--- config.mk ---
export PLATFORM = sky130hd
export DESIGN_NAME = adder_datapath
export DESIGN_NICKNAME = d
export VERILOG_FILES = /design/src/rtl/adder_pkg.sv /design/src/rtl/adder_dp_seq.sv /design/src/rtl/adder_datapath.sv
export SDC_FILE = /design/constraint.sdc
export NUM_CORES = 1
export LEC_CHECK = 0
export ABC_AREA = 0
export CORE_AREA = 5 5 128 81
export CTS_BUF_LIST = sky130_fd_sc_hd__clkbuf_4
export DETAILED_ROUTE_END_ITERATION = 8
export DIE_AREA = 0 0 133 86
export HOLD_SLACK_MARGIN = 0.1
export SYNTH_ARGS = -nofsm -noshare
export SYNTH_HDL_FRONTEND = slang
export SYNTH_SLANG_ARGS = --single-unit
--- constraint.sdc ---
create_clock -name clk -period 6.35 [get_ports clk]
set_clock_uncertainty 0.15 [all_clocks]
set_input_delay 1.905 -clock clk [delete_from_list [all_inputs] [get_ports clk]]
set_output_delay 1.905 -clock clk [all_outputs]
set_load 0.05 [all_outputs]
--- src/rtl/adder_pkg.sv ---
// adder_pkg: shared types and constants for the adder datapath.
//   seq_state_e : sequencer states (idle, loaded, then one state per completed add step)
//   SEL_*       : Y-operand select codes driven on bsel
package adder_pkg;

  typedef enum logic [2:0] {
    StIdle,
    StLoaded,
    StAddB,
    StAddC,
    StAddD
  } seq_state_e;

  localparam logic [1:0] SEL_B    = 2'b00;
  localparam logic [1:0] SEL_C    = 2'b01;
  localparam logic [1:0] SEL_D    = 2'b10;
  localparam logic [1:0] SEL_ZERO = 2'b11;

endpackage

--- src/rtl/adder_dp_seq.sv ---
// adder_dp_seq: control sequencer for adder_datapath.
// Walks the fixed A+B, +C, +D, publish order. It flags any out-of-order select as a protocol
// error and abandons the run.
// Ports:
//   clk, rst   : clock, asynchronous active-high reset
//   load_i     : any operand load this cycle (restarts the run, has top priority)
//   asel_i     : X-operand select as seen by the datapath
//   bsel_i     : Y-operand select as seen by the datapath
//   oe_i       : output_enable
//   acc_clr_o  : clear the accumulator
//   add_en_o   : accumulator takes the adder result
//   publish_o  : copy the accumulator to sum_out
//   proto_err_o: sticky protocol error, cleared only by a load or reset
module adder_dp_seq
  import adder_pkg::*;
(
  input  logic       clk,
  input  logic       rst,
  input  logic       load_i,
  input  logic       asel_i,
  input  logic [1:0] bsel_i,
  input  logic       oe_i,
  output logic       acc_clr_o,
  output logic       add_en_o,
  output logic       publish_o,
  output logic       proto_err_o
);

  seq_state_e state_q, state_d;
  logic       err_q, err_d;
  logic       sel_ab, sel_c, sel_d;

  // The only legal (asel,bsel) pairs, one per add step.
  assign sel_ab = asel_i & (bsel_i == SEL_B);
  assign sel_c  = ~asel_i & (bsel_i == SEL_C);
  assign sel_d  = ~asel_i & (bsel_i == SEL_D);

  always_ff @(posedge clk or posedge rst) begin
    if (rst) begin
      state_q <= StIdle;
      err_q   <= 1'b0;
    end else begin
      state_q <= state_d;
      err_q   <= err_d;
    end
  end

  // Holding the select of the step just taken is a legal wait; anything else aborts.
  always_comb begin
    state_d = state_q;
    err_d   = err_q;
    if (load_i) begin
      state_d = StLoaded;
      err_d   = 1'b0;
    end else begin
      unique case (state_q)
        StIdle:   ;
        StLoaded: if (sel_ab) state_d = StAddB;
        StAddB: begin
          if (sel_c) begin
            state_d = StAddC;
          end else if (!sel_ab) begin
            state_d = StIdle;
            err_d   = 1'b1;
          end
        end
        StAddC: begin
          if (sel_d) begin
            state_d = StAddD;
          end else if (!sel_c) begin
            state_d = StIdle;
            err_d   = 1'b1;
          end
        end
        StAddD: begin
          if (oe_i) begin
            state_d = StIdle;
          end else if (!sel_d) begin
            state_d = StIdle;
            err_d   = 1'b1;
          end
        end
        default: state_d = StIdle;
      endcase
    end
  end

  always_comb begin
    acc_clr_o = load_i;
    add_en_o  = 1'b0;
    publish_o = 1'b0;
    if (!load_i) begin
      unique case (state_q)
        StLoaded: add_en_o  = sel_ab;
        StAddB:   add_en_o  = sel_c;
        StAddC:   add_en_o  = sel_d;
        StAddD:   publish_o = oe_i;
        default:  ;
      endcase
    end
  end

  assign proto_err_o = err_q;

endmodule

--- src/rtl/adder_datapath.sv ---
// adder_datapath: four operand registers, an operand mux and a WIDTH+2 bit accumulator.
// The adder_dp_seq sequencer drives it through A+B+C+D and then publishes the result.
// Optional feature macro: ADDER_DP_SAT_EN. It clamps the published result to 2^WIDTH-1
// and adds the sat output.
// Ports:
//   clk, rst              : clock, asynchronous active-high reset
//   aload/bload/cload/dload: capture a_in/b_in/c_in/d_in
//   asel                  : X operand, 1 = A register, 0 = accumulator
//   bsel                  : Y operand, SEL_B/SEL_C/SEL_D/SEL_ZERO
//   output_enable         : publish the accumulator (only honoured after the D step)
//   sum_out               : registered result
//   sum_valid             : one-cycle pulse when sum_out is updated
//   proto_err             : sticky control-sequence error
//   sat                   : saturation flag, present only with ADDER_DP_SAT_EN
module adder_datapath
  import adder_pkg::*;
#(
  parameter int unsigned WIDTH = 8
) (
  input  logic             clk,
  input  logic             rst,
  input  logic             aload,
  input  logic             bload,
  input  logic             cload,
  input  logic             dload,
  input  logic             asel,
  input  logic [1:0]       bsel,
  input  logic             output_enable,
  input  logic [WIDTH-1:0] a_in,
  input  logic [WIDTH-1:0] b_in,
  input  logic [WIDTH-1:0] c_in,
  input  logic [WIDTH-1:0] d_in,
  output logic [WIDTH+1:0] sum_out,
  output logic             sum_valid,
  output logic             proto_err
`ifdef ADDER_DP_SAT_EN
  ,
  output logic             sat
`endif
);

  localparam int unsigned AccW = WIDTH + 2;

  logic [WIDTH-1:0] a_q, b_q, c_q, d_q;
  logic [AccW-1:0]  acc_q, sum_q, x_op, y_op, add_res, pub_val;
  logic             valid_q;
  logic             acc_clr, add_en, publish;

  adder_dp_seq u_seq (
    .clk        (clk),
    .rst        (rst),
    .load_i     (aload | bload | cload | dload),
    .asel_i     (asel),
    .bsel_i     (bsel),
    .oe_i       (output_enable),
    .acc_clr_o  (acc_clr),
    .add_en_o   (add_en),
    .publish_o  (publish),
    .proto_err_o(proto_err)
  );

  always_ff @(posedge clk or posedge rst) begin
    if (rst) begin
      a_q <= '0;
      b_q <= '0;
      c_q <= '0;
      d_q <= '0;
    end else begin
      if (aload) a_q <= a_in;
      if (bload) b_q <= b_in;
      if (cload) c_q <= c_in;
      if (dload) d_q <= d_in;
    end
  end

  // Operands are zero-extended to the accumulator width, so no carry is lost.
  always_comb begin
    x_op = asel ? {2'b00, a_q} : acc_q;
    y_op = '0;
    unique case (bsel)
      SEL_B:    y_op = {2'b00, b_q};
      SEL_C:    y_op = {2'b00, c_q};
      SEL_D:    y_op = {2'b00, d_q};
      SEL_ZERO: y_op = '0;
      default:  y_op = '0;
    endcase
    add_res = x_op + y_op;
  end

  always_ff @(posedge clk or posedge rst) begin
    if (rst) begin
      acc_q <= '0;
    end else if (acc_clr) begin
      acc_q <= '0;
    end else if (add_en) begin
      acc_q <= add_res;
    end
  end

`ifdef ADDER_DP_SAT_EN
  localparam logic [AccW-1:0] MaxVal = {2'b00, {WIDTH{1'b1}}};
  logic over, sat_q;
  assign over    = acc_q > MaxVal;
  assign pub_val = over ? MaxVal : acc_q;

  // sat is only meaningful alongside sum_valid, so it is a pulse as well.
  always_ff @(posedge clk or posedge rst) begin
    if (rst) sat_q <= 1'b0;
    else     sat_q <= publish & over;
  end
  assign sat = sat_q;
`else
  assign pub_val = acc_q;
`endif

  always_ff @(posedge clk or posedge rst) begin
    if (rst) begin
      sum_q   <= '0;
      valid_q <= 1'b0;
    end else begin
      valid_q <= publish;
      if (publish) sum_q <= pub_val;
    end
  end

  assign sum_out   = sum_q;
  assign sum_valid = valid_q;

endmodule

==> results.ini, run 1 <==
[status]
outcome = finished clean

[power_and_ir_drop]
power.switching_uw = 200
p_int_uw = 574
peakVddDrop_uv = 122
powerDensity_nw_per_um2 = 205
p_seq_frac = 0.510
switching_share = 0.258
p_clk_frac = 0.317
comb_power_share = 0.172
p_leak_uw = 0.00166

[routing]
ant_nets = 0
drc = 0
first_iter_violations = 145
drt_wl_total_um = 6810
wl_per_cell_um = 15.5
vias_per_cell = 4.97
vias = 2187
firstDrtPassIters = 4

[clock_network]
clk_path_buf_depth = 2
cts_root_buffer = clkbuf_4
clk_latency_ps = 400
cts_tree = yes
cts-buffers-inserted = 9
clk_pin_slew_ps = 90
cts_sinks = 57
cts_hold_buf = 0
htree_levels = 3
cts.repair.resized = 0
cts_setup_buffers = 0

[logic_synthesis]
synthCells = 265
async_reset_ff_frac = 1.00
synth_top_area_share = 0.474
ys_warn_count = 0
yosys_register_bits = 57
synth_area_per_cell_um2 = 11.4
yosysSeqAreaShare = 0.474
syn_nets = 316
synthFlopType = dfrtp_1
yosysUniqueCellTypes = 48
yosys-top-cells-count = dfrtp_1 (57), mux2_2 (42), nand2_1 (25)
synth.most_common_cell = dfrtp_1
synth_area_leader_cell = dfrtp_1
synth.top_cells.by_area = dfrtp_1 (47%), mux2_2 (16%), mux2_4 (3.5%), ha_1 (3.3%), nand2_1 (3.1%)
synth-edff-count = 0
synthesis.area_um2 = 3010

[global_route]
first_global_vias = 2315
top_usage_layer = met1
use_met3 = 0.0533
track_usage = 0.129
grt_overflow_total = 0
use_met1 = 0.185
grt_start_max_net_pins = 58
antenna_found_initial = 0
use_met2 = 0.174
grt_pass1_wl_um = 11700

[critical_path]
crit_required_ps = 6550
cp.buffers_inverters = 2
r2r_end = acc_q[7]
path_delay_family = simple AND/OR/NAND/NOR gates
max_stage_delay_ps = 490
critPathKind = in -> reg
r2r.worst_path.cells = 7
crit_chain = clkdlybuf4s50_1 > buf_4 > nor2b_1 > nand2_1 > o21ai_0 > ha_1 > and2_1 > a221oi_1 > a21oi_1 > or4_1 > nand3_1
critPathSlowestCell = or4_1
setup.worst_path.end_class = flip-flop
rrSetupSlack_ps = 3680
crit_arrival_ps = 4920
cp_max_fo = 16
cp-start-kind = primary input
timing.rr.start = a_q[4]

[floorplan]
start_util = 0.334
row_count = 27
core_um2 = 9020
design.portCount = 54
fp.dieArea_um2 = 11400
die_x_um = 133
die_y_um = 86

[placed_design]
hpwl_um = 5130
io_buffers = 53
place_ws_ps = 1220
place.gp.congestion = 0.789

[min_path]
hp-class = reg -> reg
hold_depth = 2
min_from = sum_out[9]
whs_endpoint = sum_out[9]

[layout]
n_fill_cell = 867
area_delta_synth_final_pct = 25.2
multiInputGateArea_um2 = 1480
seqCellArea_um2 = 1430
finalNetCount = 371
drive_gt1_frac = 0.225
diodes = 0

[sta]
setup_ws_ps = 1630
max_slew_margin = 0.518
finalSetupTns_ps = 0
hold_viol_final = 0
finalSetupViolations = 0
grt_setup_unrepaired = no
tightest_slew_ps = 723
timing.fmax_mhz = 212
slew_violations = 0
finalCritPeriodShare = 0.744
period_needed_ps = 4720

[flow_run]
drv_cap = 0

==> state kept, by name, indices dropped and copies added, names as in the netlist <==
register and cells:
acc_q 10, sum_out 10, a_q 8, b_q 8, c_q 8, d_q 8, u_seq.state_q 3, sum_valid 1
u_seq.proto_err_o 1
==> tightest hold or removal path, cell delays in order, from the launching register on <==
cell and delay, ps:
dfrtp_1 350, nand2_1 50, o21ai_0 60
==> routing by layer <==
metal | routed length, um | up-vias
li1 | - | 1080
met1 | 3440 | 1030
met2 | 2770 | 66
met3 | 490 | 11
met4 | 103 | 0
met5 | 0 | -
==> cell usage in the layout, fill, tap and decap left out, types with 2 or more instances in the layout <==
master / count
nor2_1: 8
clkbuf_4: 10
clkdlybuf4s50_1: 53
nor4_1: 2
a21oi_1: 15
buf_4: 6
nor3b_1: 3
nand2b_1: 3
inv_1: 5
nor2b_1: 3
clkinv_2: 2
o21ai_0: 15
mux2_4: 7
ha_1: 8
and2_1: 3
nand3b_1: 2
and3_1: 3
dfrtp_1: 57
xnor2_1: 2
a211oi_1: 2
mux2i_1: 9
o211ai_1: 3
mux2_2: 42
nor3_1: 2
nand3_1: 4
a21o_1: 5
nand2_1: 25
clkinv_1: 2
==> final cells by class <==
type,count,share of cell area
Multi-Input combinational cell,187,0.392
Sequential cell,57,0.378
Timing Repair Buffer,59,0.153
Tap cell,116,0.0385
Clock buffer,10,0.0199
Clock inverter,5,0.0126
Inverter,6,0.00598
==> worst max path at each step <==
stage / slack [ps] / end / startpoint / cells after the start
after floorplan: 1810 / acc_q[9] / bsel[1] / 10
after global placement: 1330 / acc_q[9] / bsel[0] / 11
after detailed placement: 1220 / acc_q[7] / bsel[0] / 11
after CTS: 1670 / acc_q[7] / bsel[0] / 11
after global routing: 1380 / acc_q[8] / bsel[0] / 11
final: 1630 / acc_q[7] / bsel[0] / 11
==> power groups by stage <==
| stage | clock network, uW | registers, uW | logic (uW) |
|---|---|---|---|
| floorplan | 0 | 398 | 88.2 |
| finish | 246 | 395 | 133 |
| global route | 275 | 398 | 149 |
| detailed placement | 0 | 402 | 135 |
| CTS | 259 | 395 | 135 |
| global placement | 0 | 402 | 132 |
==> per-stage QoR <==
step / power (uW) / cells / area [um^2] / hold WS, ps / util
2_1_floorplan: 486 / 265 / 3010 / 325 / -
3_3_place_gp: 534 / 425 / 3650 / 326 / 0.404
3_5_place_dp: 537 / 425 / 3650 / 323 / 0.404
4_1_cts: 790 / 440 / 3770 / 343 / 0.418
5_1_grt: 822 / 440 / 3770 / 372 / 0.418
6_report: 774 / 440 / 3770 / 334 / 0.418
==> logic make-up (layout without fill, tap and decap cells) <==
group | count (synthesis) | in the layout | share of synthesized area
buffers and inverters | 21 | 80 | 0.0357
adder cells (fa/ha/maj) | 9 | 9 | 0.0399
flip-flops | 57 | 57 | 0.474
multiplexers | 58 | 58 | 0.222
AND/OR/NAND/NOR | 66 | 66 | 0.115
AO/OA/AOI/OAI | 52 | 52 | 0.108
XOR/XNOR | 2 | 2 | 0.00582
(Power assumes the default switching activity.)
==> run 2, diff against run 1 <==
- clock period: 6.35 -> 4.4 ns (I/O delays scaled with it)
==> results.ini, run 2 (synthesis results as in run 1) <==
[status]
outcome = finished clean  ; unchanged

[routing]
drc = 0  ; unchanged
ant_nets = 0  ; unchanged
first_iter_violations = 173  ; was 145
drt_wl_total_um = 7120  ; was 6810 um
vias_per_cell = 4.97  ; about the same
firstDrtPassIters = 4  ; unchanged
wl_per_cell_um = 16.0  ; was 15.5 um
vias = 2208  ; was 2,187

[critical_path]
setup.worst_path.end_class = flip-flop  ; unchanged
r2r_end = acc_q[9]  ; was acc_q[7]
r2r.worst_path.cells = 7  ; unchanged
crit_required_ps = 4590  ; was 6550 ps
crit_arrival_ps = 4140  ; was 4920 ps
max_stage_delay_ps = 680  ; was 490 ps
cp_max_fo = 6  ; was 16
critPathKind = in -> reg  ; unchanged
critPathSlowestCell = clkdlybuf4s50_1  ; was or4_1
cp-start-kind = primary input  ; unchanged
path_delay_family = compound AO/OA/AOI/OAI gates  ; was simple AND/OR/NAND/NOR gates
timing.rr.start = acc_q[4]  ; was a_q[4]
cp.buffers_inverters = 1  ; was 2
rrSetupSlack_ps = 1730  ; was 3680 ps
crit_chain = clkdlybuf4s50_1 > mux2_2 > ha_1 > and2_1 > a221oi_1 > a21oi_1 > a2111o_1 > a31oi_1  ; was clkdlybuf4s50_1 > buf_4 > nor2b_1 > nand2_1 > o21ai_0 > ha_1 > and2_1 > a221oi_1 > a21oi_1 > or4_1 > nand3_1

[layout]
area_delta_synth_final_pct = 25.2  ; about the same
design_area_um2 = 3770  ; about the same
final_common_cell = dfrtp_1  ; unchanged
mostFrequentLayoutCells = dfrtp_1 (57), clkdlybuf4s50_1 (53), mux2_2 (42)  ; unchanged
finalNetCount = 375  ; was 371
drive_gt1_frac = 0.226  ; was 0.225
diodes = 0  ; unchanged

[global_route]
track_usage = 0.134  ; was 0.129
first_global_vias = 2296  ; was 2,315
antenna_found_initial = 0  ; unchanged
grt_start_max_net_pins = 58  ; unchanged
grt_pass1_wl_um = 11900  ; was 11,700 um
grt_overflow_total = 0  ; unchanged

[clock_network]
cts_sinks = 57  ; unchanged
cts-buffers-inserted = 9  ; unchanged
htree_levels = 3  ; unchanged
clk_latency_ps = 410  ; was 400 ps
clk_pin_slew_ps = 90  ; about the same
cts_tree = yes  ; unchanged
cts_root_buffer = clkbuf_4  ; unchanged
cts.repair.resized = 0  ; unchanged
cts_setup_buffers = 0  ; unchanged
cts_hold_buf = 0  ; unchanged
clk_path_buf_depth = 2  ; unchanged

[power_and_ir_drop]
p_leak_uw = 0.00165  ; was 0.00166 uW
powerDensity_nw_per_um2 = 281  ; was 205 nW/um^2
peakVddDrop_uv = 122  ; about the same

[sta]
hold_viol_final = 0  ; unchanged
grt_setup_unrepaired = no  ; unchanged
finalSetupTns_ps = 0  ; unchanged
finalSetupViolations = 0  ; unchanged
tightest_slew_ps = 749  ; was 723 ps
whs_ps = 341  ; was 334 ps
timing.fmax_mhz = 253
max_slew_margin = 0.501  ; was 0.518
period_needed_ps = 3960
slew_violations = 0  ; unchanged
finalCritPeriodShare = 0.900
setup_ws_ps = 441  ; was 1630 ps

[flow_run]
drv_cap = 0  ; unchanged

[placed_design]
hpwl_um = 5400  ; was 5130 um
place_area_um2 = 3680  ; was 3650 um^2
io_buffers = 53  ; unchanged
place.gp.congestion = 0.802  ; was 0.789
place_ws_ps = 40.6  ; was 1220 ps

[floorplan]
die_y_um = 86  ; unchanged
start_util = 0.334  ; unchanged
core_um2 = 9020  ; unchanged
fp.dieArea_um2 = 11400  ; unchanged
design.portCount = 54  ; unchanged
row_count = 27  ; unchanged
die_x_um = 133  ; unchanged

[min_path]
hold_depth = 2  ; unchanged
whs_endpoint = sum_out[9]  ; unchanged
hp-class = reg -> reg  ; unchanged
min_from = sum_out[9]  ; unchanged

run 2: tightest hold or removal path, cell delays in order, from the launching register on:
cell,delay [ps]
dfrtp_1,350
nand2_1,50
o21ai_0,60
run 2: worst max path at each step:
stage | from | to | slack (ps) | cells past startpoint
6_report | asel | acc_q[9] | 440 | 8
5_1_grt | bsel[1] | acc_q[9] | 280 | 10
4_1_cts | asel | acc_q[9] | 490 | 8
3_5_place_dp | asel | acc_q[9] | 40 | 8
3_3_place_gp | asel | acc_q[7] | 80 | 8
2_1_floorplan | bsel[1] | acc_q[9] | 440 | 10
run 2: layout make-up:
type | instances | area (um^2)
repair buffers | 63 | 606
inverters | 6 | 22.5
fillers | 870 | 5250
flip-flops and latches | 57 | 1430
well taps | 116 | 145
multi-input cells | 187 | 1480
clock buffers | 9 | 67.6
clock inverters | 6 | 26.3
run 2: power by group:
group	switching, uW	internal [uW]
clock	188	103
combinational	89.0	106
sequential	17.8	554
run 2: through the flow:
step / power, uW / utilization / cells
CTS: 1080 / 0.418 / 444
global route: 1120 / 0.418 / 444
floorplan: 702 / - / 265
global placement: 775 / 0.408 / 429
detailed placement: 779 / 0.408 / 429
finish: 1060 / 0.418 / 444
run 2: layer usage:
layer | global-route usage | up-vias | routed length, um
met1 | 0.194 | 1072 | 3770
li1 | - | 1077 | -
met5 | 0 | - | 0
met4 | 0.0368 | 0 | 74
met2 | 0.185 | 52 | 2910
met3 | 0.0522 | 7 | 362
==> run 3, diff against run 2 <==
- HOLD_SLACK_MARGIN: 0.1 -> unset
==> results of run 3 <==
The final DEF is identical to that of run 2; final timing and power are the same.
